--- config.mk ---
export PLATFORM = sky130hd
export DESIGN_NAME = trisc_useq
export DESIGN_NICKNAME = d
export VERILOG_FILES = /design/src/rtl/trisc_useq.sv
export SDC_FILE = /design/constraint.sdc
export NUM_CORES = 1
export LEC_CHECK = 0
export ABC_CLOCK_PERIOD_IN_PS = 4019
export CAP_MARGIN = 30
export CORE_MARGIN = 1
export CORE_UTILIZATION = 50
export CTS_BUF_LIST = sky130_fd_sc_hd__clkbuf_4 sky130_fd_sc_hd__clkbuf_8 sky130_fd_sc_hd__clkbuf_16
export DETAILED_ROUTE_END_ITERATION = 8
export GPL_ROUTABILITY_DRIVEN = 0
export PLACE_DENSITY = 0.79
export SYNTH_ARGS = -nofsm -noshare
export SYNTH_HDL_FRONTEND = slang
export SYNTH_SLANG_ARGS = --single-unit
export TNS_END_PERCENT = 1
--- constraint.sdc ---
create_clock -name clk -period 4.02 [get_ports clk]
set_input_delay 1.005 -clock clk [delete_from_list [all_inputs] [get_ports clk]]
set_output_delay 1.005 -clock clk [all_outputs]
set_load 0.01 [all_outputs]
--- src/rtl/trisc_useq.sv ---
// trisc_useq: microprogram sequencer with call stack; counted loops enabled by TRISC_USEQ_LOOP_EN
module trisc_useq #(
  parameter int AW = 6,
  parameter int OW = 28,
  parameter int NCS = 3,
  parameter int SD = 4,
  parameter int CNTW = 6,
  parameter int CW = 2 ** NCS - 1,
  parameter int MW = OW + 3 + NCS + 1 + AW
) (
  input  logic          clk,
  input  logic          reset,
  input  logic [CW-1:0] cond,
  input  logic          hold,
  output logic [AW-1:0] rom_addr,
  input  logic [MW-1:0] rom_data,
  output logic [OW-1:0] out_sig,
  output logic          halted,
  output logic          stk_err
);
  localparam int SPW = $clog2(SD + 1);
  localparam logic [SPW-1:0] SP_MAX = SPW'(SD);
  logic [AW-1:0] upc, upc_inc, upc_nxt, tgt;
  logic [OW-1:0] ctrl;
  logic [2:0] op;
  logic [NCS-1:0] csel, cidx;
  logic cpol, t, run, push, pop, err, loop_take;
  logic [SPW-1:0] sp;
  logic [AW-1:0] stk [2 ** SPW];
  assign {ctrl, op, csel, cpol, tgt} = rom_data;
  assign cidx = csel - NCS'(1);
  assign t = ((csel == '0) ? 1'b1 : cond[cidx]) ^ cpol;
  assign upc_inc = upc + AW'(1);
  assign run = !hold && !halted;
  assign rom_addr = upc;
`ifdef TRISC_USEQ_LOOP_EN
  logic [CNTW-1:0] cnt;
  assign loop_take = op == 3'd6 && cnt != '0;
  // loop counter: loaded by LDCNT, decremented by a taken DJNZ
  always_ff @(posedge clk)
    if (reset) cnt <= '0;
    else if (run && op == 3'd5) cnt <= tgt[CNTW-1:0];
    else if (run && loop_take) cnt <= cnt - CNTW'(1);
`else
  assign loop_take = 1'b0;
`endif
  // next-address selection and stack push/pop/error decode
  always_comb begin
    upc_nxt = upc_inc;
    push = 1'b0;
    pop = 1'b0;
    err = 1'b0;
    case (op)
      3'd1: upc_nxt = tgt;
      3'd2: upc_nxt = t ? tgt : upc_inc;
      3'd3: if (t) begin
        upc_nxt = tgt;
        push = sp != SP_MAX;
        err = sp == SP_MAX;
      end
      3'd4: if (t) begin
        pop = sp != '0;
        err = sp == '0;
        upc_nxt = (sp != '0) ? stk[sp - SPW'(1)] : upc_inc;
      end
      3'd6: upc_nxt = loop_take ? tgt : upc_inc;
      3'd7: upc_nxt = upc;
      default: upc_nxt = upc_inc;
    endcase
  end
  // sequencer state; frozen by hold or once halted
  always_ff @(posedge clk)
    if (reset) begin
      upc <= '0;
      out_sig <= '0;
      sp <= '0;
      halted <= 1'b0;
      stk_err <= 1'b0;
    end else if (run) begin
      upc <= upc_nxt;
      out_sig <= ctrl;
      halted <= op == 3'd7;
      stk_err <= stk_err | err;
      sp <= push ? sp + SPW'(1) : pop ? sp - SPW'(1) : sp;
    end
  // return-address storage; contents need no reset
  always_ff @(posedge clk)
    if (!reset && run && push) stk[sp] <= upc_inc;
endmodule

==> results of run 1 <==
-- registers in the layout, indices dropped and copies added, names as in the netlist --
signal,count
stk,48
rom_addr,6
stk_err,1
sp,3
out_sig,28
halted,1
-- worst paths after layout --
path                from     endpoint  slack, ns  cells past startpoint
max          rom_data[7]    stk[2][4]       0.34                     11
min           out_sig[6]   out_sig[6]       0.46                      2
max reg2reg        sp[1]  rom_addr[2]       1.10                      7
min reg2reg   out_sig[6]   out_sig[6]       0.46                      2
-- area by class of cell --
type / instances / share of cell area
sequential: 87 / 0.424
multi-input combinational: 249 / 0.323
timing repair buffer: 98 / 0.181
tap: 102 / 0.0243
clock buffer: 9 / 0.0236
clock inverter: 7 / 0.0143
inverter: 14 / 0.0100
-- cells in the mapped netlist, types with 6 or more instances --
library cell	instances	share of area
a21oi_1	38	0.047
nand2_1	70	0.065
mux2i_1	10	0.025
ha_1	6	0.019
nor3_1	7	0.0086
mux4_2	13	0.072
xnor2_1	6	0.013
inv_1	14	0.013
edfxtp_1	48	0.36
clkbuf_1	15	0.014
dfxtp_1	39	0.19
nor2_1	20	0.019
o21ai_0	13	0.016
-- metrics by stage --
| stage | hold slack (ns) | power, mW |
|---|---|---|
| 2_1_floorplan | 0.481 | 1.18 |
| 3_3_place_gp | 0.442 | 1.33 |
| 3_5_place_dp | 0.446 | 1.34 |
| 4_1_cts | 0.459 | 1.94 |
| 5_1_grt | 0.472 | 2.00 |
| 6_report | 0.458 | 1.93 |
-- report_power, final --
| part | switching (mW) | total, mW | internal [mW] |
|---|---|---|---|
| registers | 0.0192 | 0.997 | 0.977 |
| clock network | 0.358 | 0.603 | 0.245 |
| logic | 0.168 | 0.326 | 0.157 |
| total | 0.546 | 1.93 | 1.38 |
-- placed cells by master (no fill, tap or decap), types with 3 or more instances in the layout --
| cell | instances |
|---|---|
| a21oi_1 | 38 |
| a31oi_1 | 3 |
| and3_1 | 5 |
| buf_4 | 12 |
| clkbuf_8 | 9 |
| clkdlybuf4s50_1 | 86 |
| dfxtp_1 | 39 |
| edfxtp_1 | 48 |
| ha_1 | 6 |
| inv_1 | 14 |
| inv_8 | 3 |
| mux2i_1 | 10 |
| mux4_2 | 13 |
| nand2_1 | 70 |
| nand3_1 | 5 |
| nand4_1 | 4 |
| nor2_1 | 19 |
| nor2b_1 | 5 |
| nor3_1 | 7 |
| nor3b_1 | 4 |
| o211ai_1 | 3 |
| o21ai_0 | 13 |
| xnor2_1 | 6 |
-- metal layers --
| layer | wire (um) | up-vias | global-route usage |
|---|---|---|---|
| li1 | - | 1522 | - |
| met1 | 4160 | 1554 | 0.329 |
| met2 | 4910 | 168 | 0.397 |
| met3 | 824 | 21 | 0.0564 |
| met4 | 240 | 0 | 0.105 |
| met5 | 0 | - | 0 |
-- kinds of logic after synthesis --
group                    Yosys count
multiplexers                      25
flip-flops                        87
AND/OR/NAND/NOR                  134
adder cells (fa/ha/maj)            6
buffers and inverters             34
XOR/XNOR                           8
AO/OA/AOI/OAI                     76
-- critical path, stage by stage --
cell and delay [ns]:
clkdlybuf4s50_1 0.46, inv_1 0.06, ha_1 0.20, ha_1 0.35, mux2i_1 0.14, mux4_2 0.50, nand2_1 0.15, nand3_4 0.12
nor4_4 0.35, nor3b_2 0.25, buf_4 0.18
==> run_results.csv, run 1 <==
group,metric,value,unit
run_status,status,"finished, final reports clean",
placement,numPlacedInstances,550,
routing,first_iter_violations,229,
final_layout,nFillCells,606,
timing,fmax,272,MHz
placement,placed_cell_area,5040,um^2
synth,synth_edf_count,48,
synth,syn_inst,370,
worst_setup_path,cp_max_fo,6,
global_routing,antenna_found_initial,0,
run,drv_cap,0,
timing,finalSetupViolCount,0,
routing,num_vias,3265,
clock_tree,cts_buffers,9,
synth,synth-adder-area-share,0.0185,
floorplan,pin_count,87,
clock_tree,cts_setup_buffers,0,
global_routing,grt_pass1_wl,16000,um
worst_setup_path,cp-start-kind,"primary input",
final_layout,diodes,0,
timing,drv_slew,0,
synth,synth_seq_area_share,0.548,
clock_tree,cts_tree,"built",
timing,setup_tns,0,ns
final_layout,nets,516,
final_layout,drive_gt1_frac,0.114,
clock_tree,clk_path_buf_depth,2,
placement,portBuffers,86,
clock_tree,path_clk_slew,0.10,ns
floorplan,chipHeight,92.1,um
synth,synth_compound_area_frac,0.116,
synth,synth_async_sr_flop_share,0,
global_routing,grt_max_degree,35,
placement,hpwl,7250,um
synth,synthesis.nets,427,
timing,finClkSkew,0.0122,ns
floorplan,initial_core_util,0.522,
timing,post-route-min-period,3.68,ns
global_routing,grt_util_all_layers,0.250,
global_routing,grt_overflow_total,0,
routing,drtPass1Iterations,5,
routing,wirelength,10100,um
timing,rsz0062_at_grt,"no",
floorplan,core-area,7770,um^2
floorplan,dieArea,8480,um^2
clock_tree,cts_hold_buf,0,
placement,dp_slack,-0.0252,ns
final_layout,final_core_util,0.675,
final_layout,regArea,2220,um^2
synth,synth_flop_cell,"edfxtp_1",
synth,synth_seq_cells,87,
final_layout,fin_cells,566,
power,power.density,367,nW/um^2
final_layout,syn_to_final_growth,29.3,%
power,vdd_drop_max,317,uV
worst_setup_path,critPathArrivalTime,3.77,ns
routing,viasPerCell,5.77,
synth,avgSynthCellArea,11.0,um^2
timing,hold_violations,0,
clock_tree,ctsHtreeMaxLevel,3,
global_routing,grt_pass1_vias,3151,
power,p_leak,1.90,nW
synth,synthSimpleGateAreaFrac,0.162,
worst_setup_path,worstPathRequired,4.11,ns
synth,yosys.cell_types.count,51,
routing,avgRoutedWirePerCell,17.9,um
synth,ys.warnings.count,0,
synth,synth.mux.area_fraction,0.102,
routing,drcViolationCount,0,
timing,slew_headroom,0.407,
final_layout,fin_area,5240,um^2
routing,ant_nets,0,
clock_tree,cts_resized,0,
clock_tree,cts.sinks,87,
floorplan,rows,32,
final_layout,multiInputGateArea,1690,um^2
clock_tree,clockRootBuffer,"clkbuf_8",
floorplan,die_x,92.1,um
timing,layout_worst_path_cycle_share,0.915,
worst_setup_path,endpoint_kind,"flop",
worst_setup_path,critical_path_class,"primary input to flop",
clock_tree,clock_latency,0.37,ns
synth,synth_xor_area_frac,0.0173,
synth,synth_top_family_by_area,"simple AND/OR/NAND/NOR gates",
hold_path,hold_class,"flop to flop",
timing,worst_pin_slew,0.884,ns
synth,syn_area,4060,um^2
timing,timing.final.ws_setup,0.343,ns
No activity file was read; power rests on OpenSTA's default activity.
==> inputs of run 2 (changes only) <==
MAX_ROUTING_LAYER = met4   (was not set)
==> run 2 against run 1 <==
Count of clock-buffer cells in the layout unchanged. Maximum frequency about the same. First-iteration DRC count down 7.0%. Clock skew up 0.00060 ns. Sequential share of layout area unchanged. Wire length up 0.60%. Critical endpoint unchanged. Largest power group unchanged. Critical path depth unchanged. Non-clock buffer count unchanged. Combinational power about the same. Die area unchanged. Highest routed layer unchanged. Cell count unchanged. Critical path type unchanged. Largest cell class unchanged. Worst setup slack worse by 0.00074 ns.
==> run_results.csv, run 2 (synthesis gave the netlist of run 1 again) <==
group,metric,value,unit
floorplan,chipHeight,92.1,um
global_routing,antenna_found_initial,0,
timing,drv_slew,0,
routing,num_vias,3278,
global_routing,grt-busiest-layer,"met2",
timing,layout_worst_path_cycle_share,0.915,
clock_tree,cts.sinks,87,
clock_tree,cts_buffers,9,
power,p_leak,1.90,nW
placement,placed_cell_area,5040,um^2
power,power.density,368,nW/um^2
global_routing,grtUsageMet3,0.0564,
worst_setup_path,endpoint,"stk[2][4]",
worst_setup_path,cp_max_fo,6,
run,drv_cap,0,
final_layout,diodes,0,
power,seqPwrFrac,0.517,
worst_setup_path,rr_worst_depth,7,
final_layout,fin_cells,566,
global_routing,met1_usage,0.329,
placement,numPlacedInstances,550,
clock_tree,cts_hold_buf,0,
final_layout,final_cell_mix,"clkdlybuf4s50_1, nand2_1, edfxtp_1",
power,pwr-share-comb,0.169,
floorplan,initial_core_util,0.522,
clock_tree,path_clk_slew,0.10,ns
global_routing,grtUsageMet2,0.397,
timing,rsz0062_at_grt,"no",
global_routing,grt_pass1_wl,16000,um
placement,hpwl,7250,um
global_routing,grt_overflow_total,0,
worst_setup_path,endpoint_kind,"flop",
final_layout,final_core_util,0.675,
clock_tree,cts_setup_buffers,0,
placement,dp_slack,-0.0252,ns
timing,post-route-min-period,3.68,ns
worst_setup_path,reg2reg_from,"sp[1]",
power,p_sw,0.549,mW
final_layout,regMostFlops,"stk",
worst_setup_path,critical_path_class,"primary input to flop",
power,vdd_drop_max,318,uV
clock_tree,clockRootBuffer,"clkbuf_8",
global_routing,grt_util_all_layers,0.257,
power,clkPwrFrac,0.314,
timing,timing.final.ws_setup,0.343,ns
hold_path,hold_class,"flop to flop",
worst_setup_path,crit_path_start,"rom_data[7]",
timing,hold_violations,0,
clock_tree,cts_resized,0,
worst_setup_path,worstReg2RegEnd,"rom_addr[2]",
routing,drcViolationCount,0,
floorplan,die_x,92.1,um
worst_setup_path,cp-start-kind,"primary input",
clock_tree,cts_tree,"built",
routing,avgRoutedWirePerCell,18.0,um
final_layout,drive_gt1_frac,0.114,
timing,slew_headroom,0.417,
worst_setup_path,critPathArrivalTime,3.77,ns
routing,drtPass1Iterations,5,
worst_setup_path,r2r_setup_slack,1.11,ns
floorplan,dieArea,8480,um^2
run_status,status,"finished, final reports clean",
clock_tree,ctsHtreeMaxLevel,3,
floorplan,pin_count,87,
power,swShare,0.285,
final_layout,nets,516,
power,p_int,1.38,mW
worst_setup_path,worstPathRequired,4.11,ns
routing,ant_nets,0,
global_routing,grt_pass1_vias,3144,
clock_tree,clk_path_buf_depth,2,
timing,hold_ws,0.458,ns
timing,finalSetupViolCount,0,
routing,first_iter_violations,213,
timing,fmax,272,MHz
global_routing,grt_max_degree,35,
final_layout,largest_register_ffs,48,
timing,worst_pin_slew,0.869,ns
timing,finClkSkew,0.0128,ns
final_layout,final_common_cell,"clkdlybuf4s50_1",
floorplan,core-area,7770,um^2
routing,wirelength,10200,um
final_layout,fin_area,5240,um^2
final_layout,syn_to_final_growth,29.3,%
floorplan,rows,32,
placement,portBuffers,86,
clock_tree,clock_latency,0.37,ns
routing,viasPerCell,5.79,
run 2: cell counts in the layout (fill, tap and decap cells not counted):
No cell type changed its count.
run 2: power groups by stage:
stage               clock, mW  sequential, mW  combinational, mW
floorplan                   0            1.03              0.159
CTS                     0.615           0.996              0.325
detailed placement          0            1.02              0.322
global placement            0            1.02              0.317
finish                  0.606           0.997              0.325
global route            0.649            1.00              0.352
run 2: cell type report:
class                      count  area (um^2)
fill                         606         2520
sequential                    87         2220
multi-input combinational    249         1690
timing repair buffer          98          951
tap                          102          128
clock buffer                   9          124
clock inverter                 7         75.1
inverter                      14         52.6
run 2: worst max-delay path, cell delays in order:
cell and delay [ns]:
clkdlybuf4s50_1 0.45, inv_1 0.06, ha_1 0.20, ha_1 0.35
mux2i_1 0.14, mux4_2 0.50, nand2_1 0.15, nand3_4 0.12
nor4_4 0.35, nor3b_2 0.25, buf_4 0.18
run 2: worst min path at each step:
| stage | startpoint | to | slack [ns] | depth (start not counted) |
|---|---|---|---|---|
| finish | out_sig[6] | out_sig[6] | 0.46 | 2 |
| global route | out_sig[9] | out_sig[9] | 0.47 | 2 |
| CTS | out_sig[6] | out_sig[6] | 0.46 | 2 |
| detailed placement | out_sig[6] | out_sig[6] | 0.45 | 2 |
| global placement | out_sig[0] | out_sig[0] | 0.44 | 2 |
| floorplan | out_sig[0] | out_sig[0] | 0.48 | 2 |
run 2: metrics by stage:
| step | power (mW) | setup TNS, ns |
|---|---|---|
| floorplan | 1.18 | 0 |
| global placement | 1.33 | 0 |
| detailed placement | 1.34 | -0.450 |
| CTS | 1.94 | 0 |
| global route | 2.00 | 0 |
| finish | 1.93 | 0 |
run 2: layer usage:
| layer | up-vias | wire [um] |
|---|---|---|
| met2 | 159 | 4990 |
| met4 | 0 | 225 |
| met5 | - | 0 |
| met1 | 1581 | 4230 |
| li1 | 1519 | - |
| met3 | 19 | 756 |
==> RTL edit 1: new RTL, config.mk and constraints of run 1 <==
The option `TRISC_USEQ_LOOP_EN` is turned on by a define.
--- a/src/rtl/trisc_useq.sv
+++ b/src/rtl/trisc_useq.sv
@@ -1,4 +1,6 @@
 // trisc_useq: microprogram sequencer with call stack; counted loops enabled by TRISC_USEQ_LOOP_EN
+`define TRISC_USEQ_LOOP_EN
+
 module trisc_useq #(
   parameter int AW = 6,
   parameter int OW = 28,
Behaviour: not the same (a bounded check fails within 4 cycles, from zero or initial values and one cycle with reset high).
==> RTL edit 1 against run 1 <==
Routed wire length is 7.3% higher; die area increased by 8.3%; highest routed layer unchanged; critical path depth is the same; power is 6.1% higher; design area up 7.6%; sequential power grew 5%; setup slack lost 0.071 ns; sequential cell count is 6 higher; area after synthesis rose by 8.5%; critical path type unchanged.
==> RTL edit 1: results (changes against run 1) <==
critical path's top delay family=buffers and inverters; Clock buf/inv share=3.614% (-0.18 points); clock-pin slew on the worst setup and hold paths=0.09 ns; Leak=2.070 nW (+8.8%); TritonRoute pass-1 iters=6 (+1); average wire per standard cell=17.29 um (-3.4%); Worst Path Arrival=3.82 ns (+0.05 ns); sequential share of cell area=41.51% (-0.87 points); Total GRT Usage=24.67% (-0.29 points); Num Clock Sinks=93 (+6.9%); vias in the first global route=3,426 (+8.7%); fraction of area in multi-input gates=33.97% (+1.7 points); internal power=1.498 mW (+8.6%); vias post-DR=3,672 (+12%); worst skew pair latency=0.36 ns; global-route wire length before repair=16,790 um (+5.0%); fin nets=578 (+12%); invs w/o clock=14 (unchanged); syn_nets=487 (+14%); ys async rst share=0% (unchanged); buffer share of cell area=17.65% (-0.48 points); placed wire-length estimate=7856 um (+8.4%); skew final=0.01236 ns (+0.0001465 ns); largest incremental delay on the critical path=0.52 ns (+0.02 ns); synth cell count leaders=73 x nand2_1, 48 x edfxtp_1, 45 x dfxtp_1; # diodes=0 (unchanged); Largest regs=stk: 48 flops, out_sig: 28 flops; Port Buffer Count=86 (unchanged); sequential area share after synthesis=53.23% (-1.6 points); H-tree levels=3 (unchanged); top_reg_cell synth=edfxtp_1; Crit Path Category=in -> reg; Synth area leaders=edfxtp_1 33%, dfxtp_1 20%, mux4_2 6.7%; Core Region=8382 um2 (+7.9%); largest net degree at the start of global routing=38 (+8.6%); placed instance area=5439 um2 (+7.8%); Filler cells=620 (+2.3%); multi-input gates=297 (+19%); number of buffers created by CTS=9 (unchanged); YS warnings=0 (unchanged); Netlist cell types=52 (+2.0%); Signal buffers=104 (+6.1%); worst slew pin tran=1.013 ns (+0.1288 ns); Worst VDD drop=0.0002034 V (-36%); Slowest cell on crit path=mux4_2; min-delay worst type=reg -> reg; clock root buffer=clkbuf_8; status=finished, final reports clean; layout cells sized above 1=10.69% (-0.74 points); DRT iter0 DRCs=315 (+38%)
## RTL edit 1: path summary, 6_finish.rpt
kind                     from     endpoint  slack, ns  depth (start not counted)
hold / removal    out_sig[15]  out_sig[15]       0.46                          2
setup reg to reg        sp[0]  rom_addr[2]       1.31                          9
hold reg to reg   out_sig[15]  out_sig[15]       0.46                          2
setup / recovery  rom_data[7]    stk[1][4]       0.27                         11
## RTL edit 1: routing by layer
layer  GRT usage [%]  share of wire (%)
met5               0                  0
met4           9.204                2.4
met3           5.134                8.4
met2           39.82                 48
met1           32.85                 42
## RTL edit 1: stage by stage
stage / setup slack [ns] / hold WS [ns] / std cells / power, mW / utilization [%]
after global routing: 0.1568 / 0.4758 / 629 / 2.126 / 67.32
after global placement: 0.02342 / 0.4416 / 612 / 1.413 / 64.80
after floorplan: 0.2927 / 0.4541 / 428 / 1.260 / -
after CTS: 0.3057 / 0.4596 / 629 / 2.050 / 67.32
after detailed placement: -0.06668 / 0.4468 / 613 / 1.421 / 64.89
final: 0.2724 / 0.4581 / 629 / 2.043 / 67.32
## RTL edit 1: power by group through the flow
stage	clock network (mW)	logic, mW	registers [mW]
final	0.639	0.351	1.05
after global routing	0.689	0.380	1.06
after CTS	0.648	0.348	1.05
after detailed placement	0	0.346	1.08
after global placement	0	0.339	1.07
after floorplan	0	0.178	1.08
## RTL edit 1: cells by family (layout without fill, tap and decap cells)
kind of cell	after synthesis	after routing	synth area share, %
XOR/XNOR	8	8	1.934
flip-flops	93	93	53.23
AO/OA/AOI/OAI	93	93	13.22
buffers and inverters	38	134	3.270
multiplexers	26	26	9.724
AND/OR/NAND/NOR	162	162	16.35
adder cells (fa/ha/maj)	8	8	2.275
==> RTL edit 2: new RTL, flow settings as in run 1 <==
Made on the original files. Put one more register stage on the output `out_sig`, cleared by the reset. The value now appears one clock later. The other outputs are not delayed to match.
--- a/src/rtl/trisc_useq.sv
+++ b/src/rtl/trisc_useq.sv
@@ -20,6 +20,8 @@
 );
   localparam int SPW = $clog2(SD + 1);
   localparam logic [SPW-1:0] SP_MAX = SPW'(SD);
+
+  logic [OW-1:0] out_sig_s0;
   logic [AW-1:0] upc, upc_inc, upc_nxt, tgt;
   logic [OW-1:0] ctrl;
   logic [2:0] op;
@@ -72,13 +74,13 @@
   always_ff @(posedge clk)
     if (reset) begin
       upc <= '0;
-      out_sig <= '0;
+      out_sig_s0 <= '0;
       sp <= '0;
       halted <= 1'b0;
       stk_err <= 1'b0;
     end else if (run) begin
       upc <= upc_nxt;
-      out_sig <= ctrl;
+      out_sig_s0 <= ctrl;
       halted <= op == 3'd7;
       stk_err <= stk_err | err;
       sp <= push ? sp + SPW'(1) : pop ? sp - SPW'(1) : sp;
@@ -86,5 +88,13 @@
   // return-address storage; contents need no reset
   always_ff @(posedge clk)
     if (!reset && run && push) stk[sp] <= upc_inc;
+  always_ff @(posedge clk) begin
+    if (reset) begin
+      out_sig <= '0;
+    end else begin
+      out_sig <= out_sig_s0;
+    end
+  end
+
 endmodule
 
Behaviour: not the same (a bounded check fails within 4 cycles, from zero or initial values and one cycle with reset high).
==> RTL edit 2 against run 1 <==
Sequential cell count is 28 higher; worst hold slack got worse by 0.0084 ns; clock power increased by 130%; design area increased by 21%; critical path type unchanged; non-clock buffer count is 8 higher; synthesized cell count is 14% higher; routed wire length up 9.4%; via count increased by 10%; highest routed layer unchanged; area after synthesis up 16%; setup slack worse by 0.16 ns; power rose by 55%.
==> RTL edit 2: results (changes against run 1) <==
status=finished, final reports clean; critical path's top delay family=buffers and inverters; seq pwr=1.28 mW (+28%); layout cells sized above 1=14.21% (+2.8 points); clock-pin slew on the worst setup and hold paths=0.06 ns (-0.04 ns); WL met3=804 um (-2.4%); global-route wire length before repair=17,350 um (+8.5%); sequential area share after synthesis=59.13% (+4.4 points); Filler cells=677 (+12%); DRT iter0 DRCs=303 (+32%); GR Util met1=29.42% (-3.5 points); DR WL met2=5477 um (+12%); synth cell count leaders=74 x nand2_1, 67 x dfxtp_1, 48 x edfxtp_1; combinational group power=303 uW (-7.1%); number of buffers created by CTS=17 (+8); internal power=2.239 mW (+62%); top_reg_cell synth=dfxtp_1; Leak=2.373 nW (+25%); Worst VDD drop=0.0002405 V (-24%); vias in the first global route=3,430 (+8.9%); H-tree levels=4 (+1); Final Non-Filler Cells=646 (+14%); DRT met1 WL=4585 um (+10%); placed instance area=5749 um2 (+14%); GRT met3 Usage=7.305% (+1.7 points); reg2reg end=rom_addr[3]; CP Capture Point=stk[0][5]; placed wire-length estimate=7503 um (+3.5%)
[RTL edit 2: changes by cell type after synthesis, sizes merged, moves of 4 or more]
cell and delta:
nor3 -4, mux2i -4, nor2b +29, nand2 +4, dfxtp +28, a21oi -7, clkbuf +8
[RTL edit 2: worst min-delay path by stage]
stage | end | slack, ns | cells past startpoint
2_1_floorplan | out_sig_s0[0] | 0.43 | 2
3_3_place_gp | out_sig_s0[9] | 0.44 | 2
3_5_place_dp | out_sig_s0[26] | 0.44 | 2
4_1_cts | out_sig_s0[26] | 0.45 | 2
5_1_grt | out_sig_s0[8] | 0.47 | 2
6_report | out_sig_s0[26] | 0.45 | 2
[RTL edit 2: what timing repair did]
item,in CTS,in global routing
endpoints found under the setup margin,0,18
resized for setup,0,2
hold endpoints to repair,0,0
[RTL edit 2: cell families (layout without fill, tap and decap cells)]
kind of cell | Yosys count | count (layout) | share of synthesized area, %
fa+ha+maj | 6 | 6 | 1.595
simple gates | 164 | 164 | 16.70
flops | 115 | 115 | 59.13
compound gates | 70 | 70 | 9.439
mux | 23 | 23 | 8.455
xor+xnor | 8 | 8 | 1.489
buf+inv | 36 | 149 | 3.191
[RTL edit 2: area by class of cell]
| class | instances | area, um2 | share of cell area (%) |
|---|---|---|---|
| Inverter | 11 | 41.29 | 0.6527 |
| Timing Repair Buffer | 106 | 1006 | 15.90 |
| Clock inverter | 13 | 115.1 | 1.820 |
| Clock buffer | 19 | 452.9 | 7.160 |
| Multi-Input combinational cell | 271 | 1789 | 28.28 |
| Tap cell | 111 | 138.9 | 2.195 |
| Sequential cell | 115 | 2783 | 43.99 |
[RTL edit 2: through the flow]
step                utilization (%)  worst slack (ns)
finish                        68.79            0.1837
global route                  68.79           0.03409
CTS                           68.69            0.1242
detailed placement            62.52           -0.4195
global placement              62.44           -0.3483
floorplan                         -           -0.1871
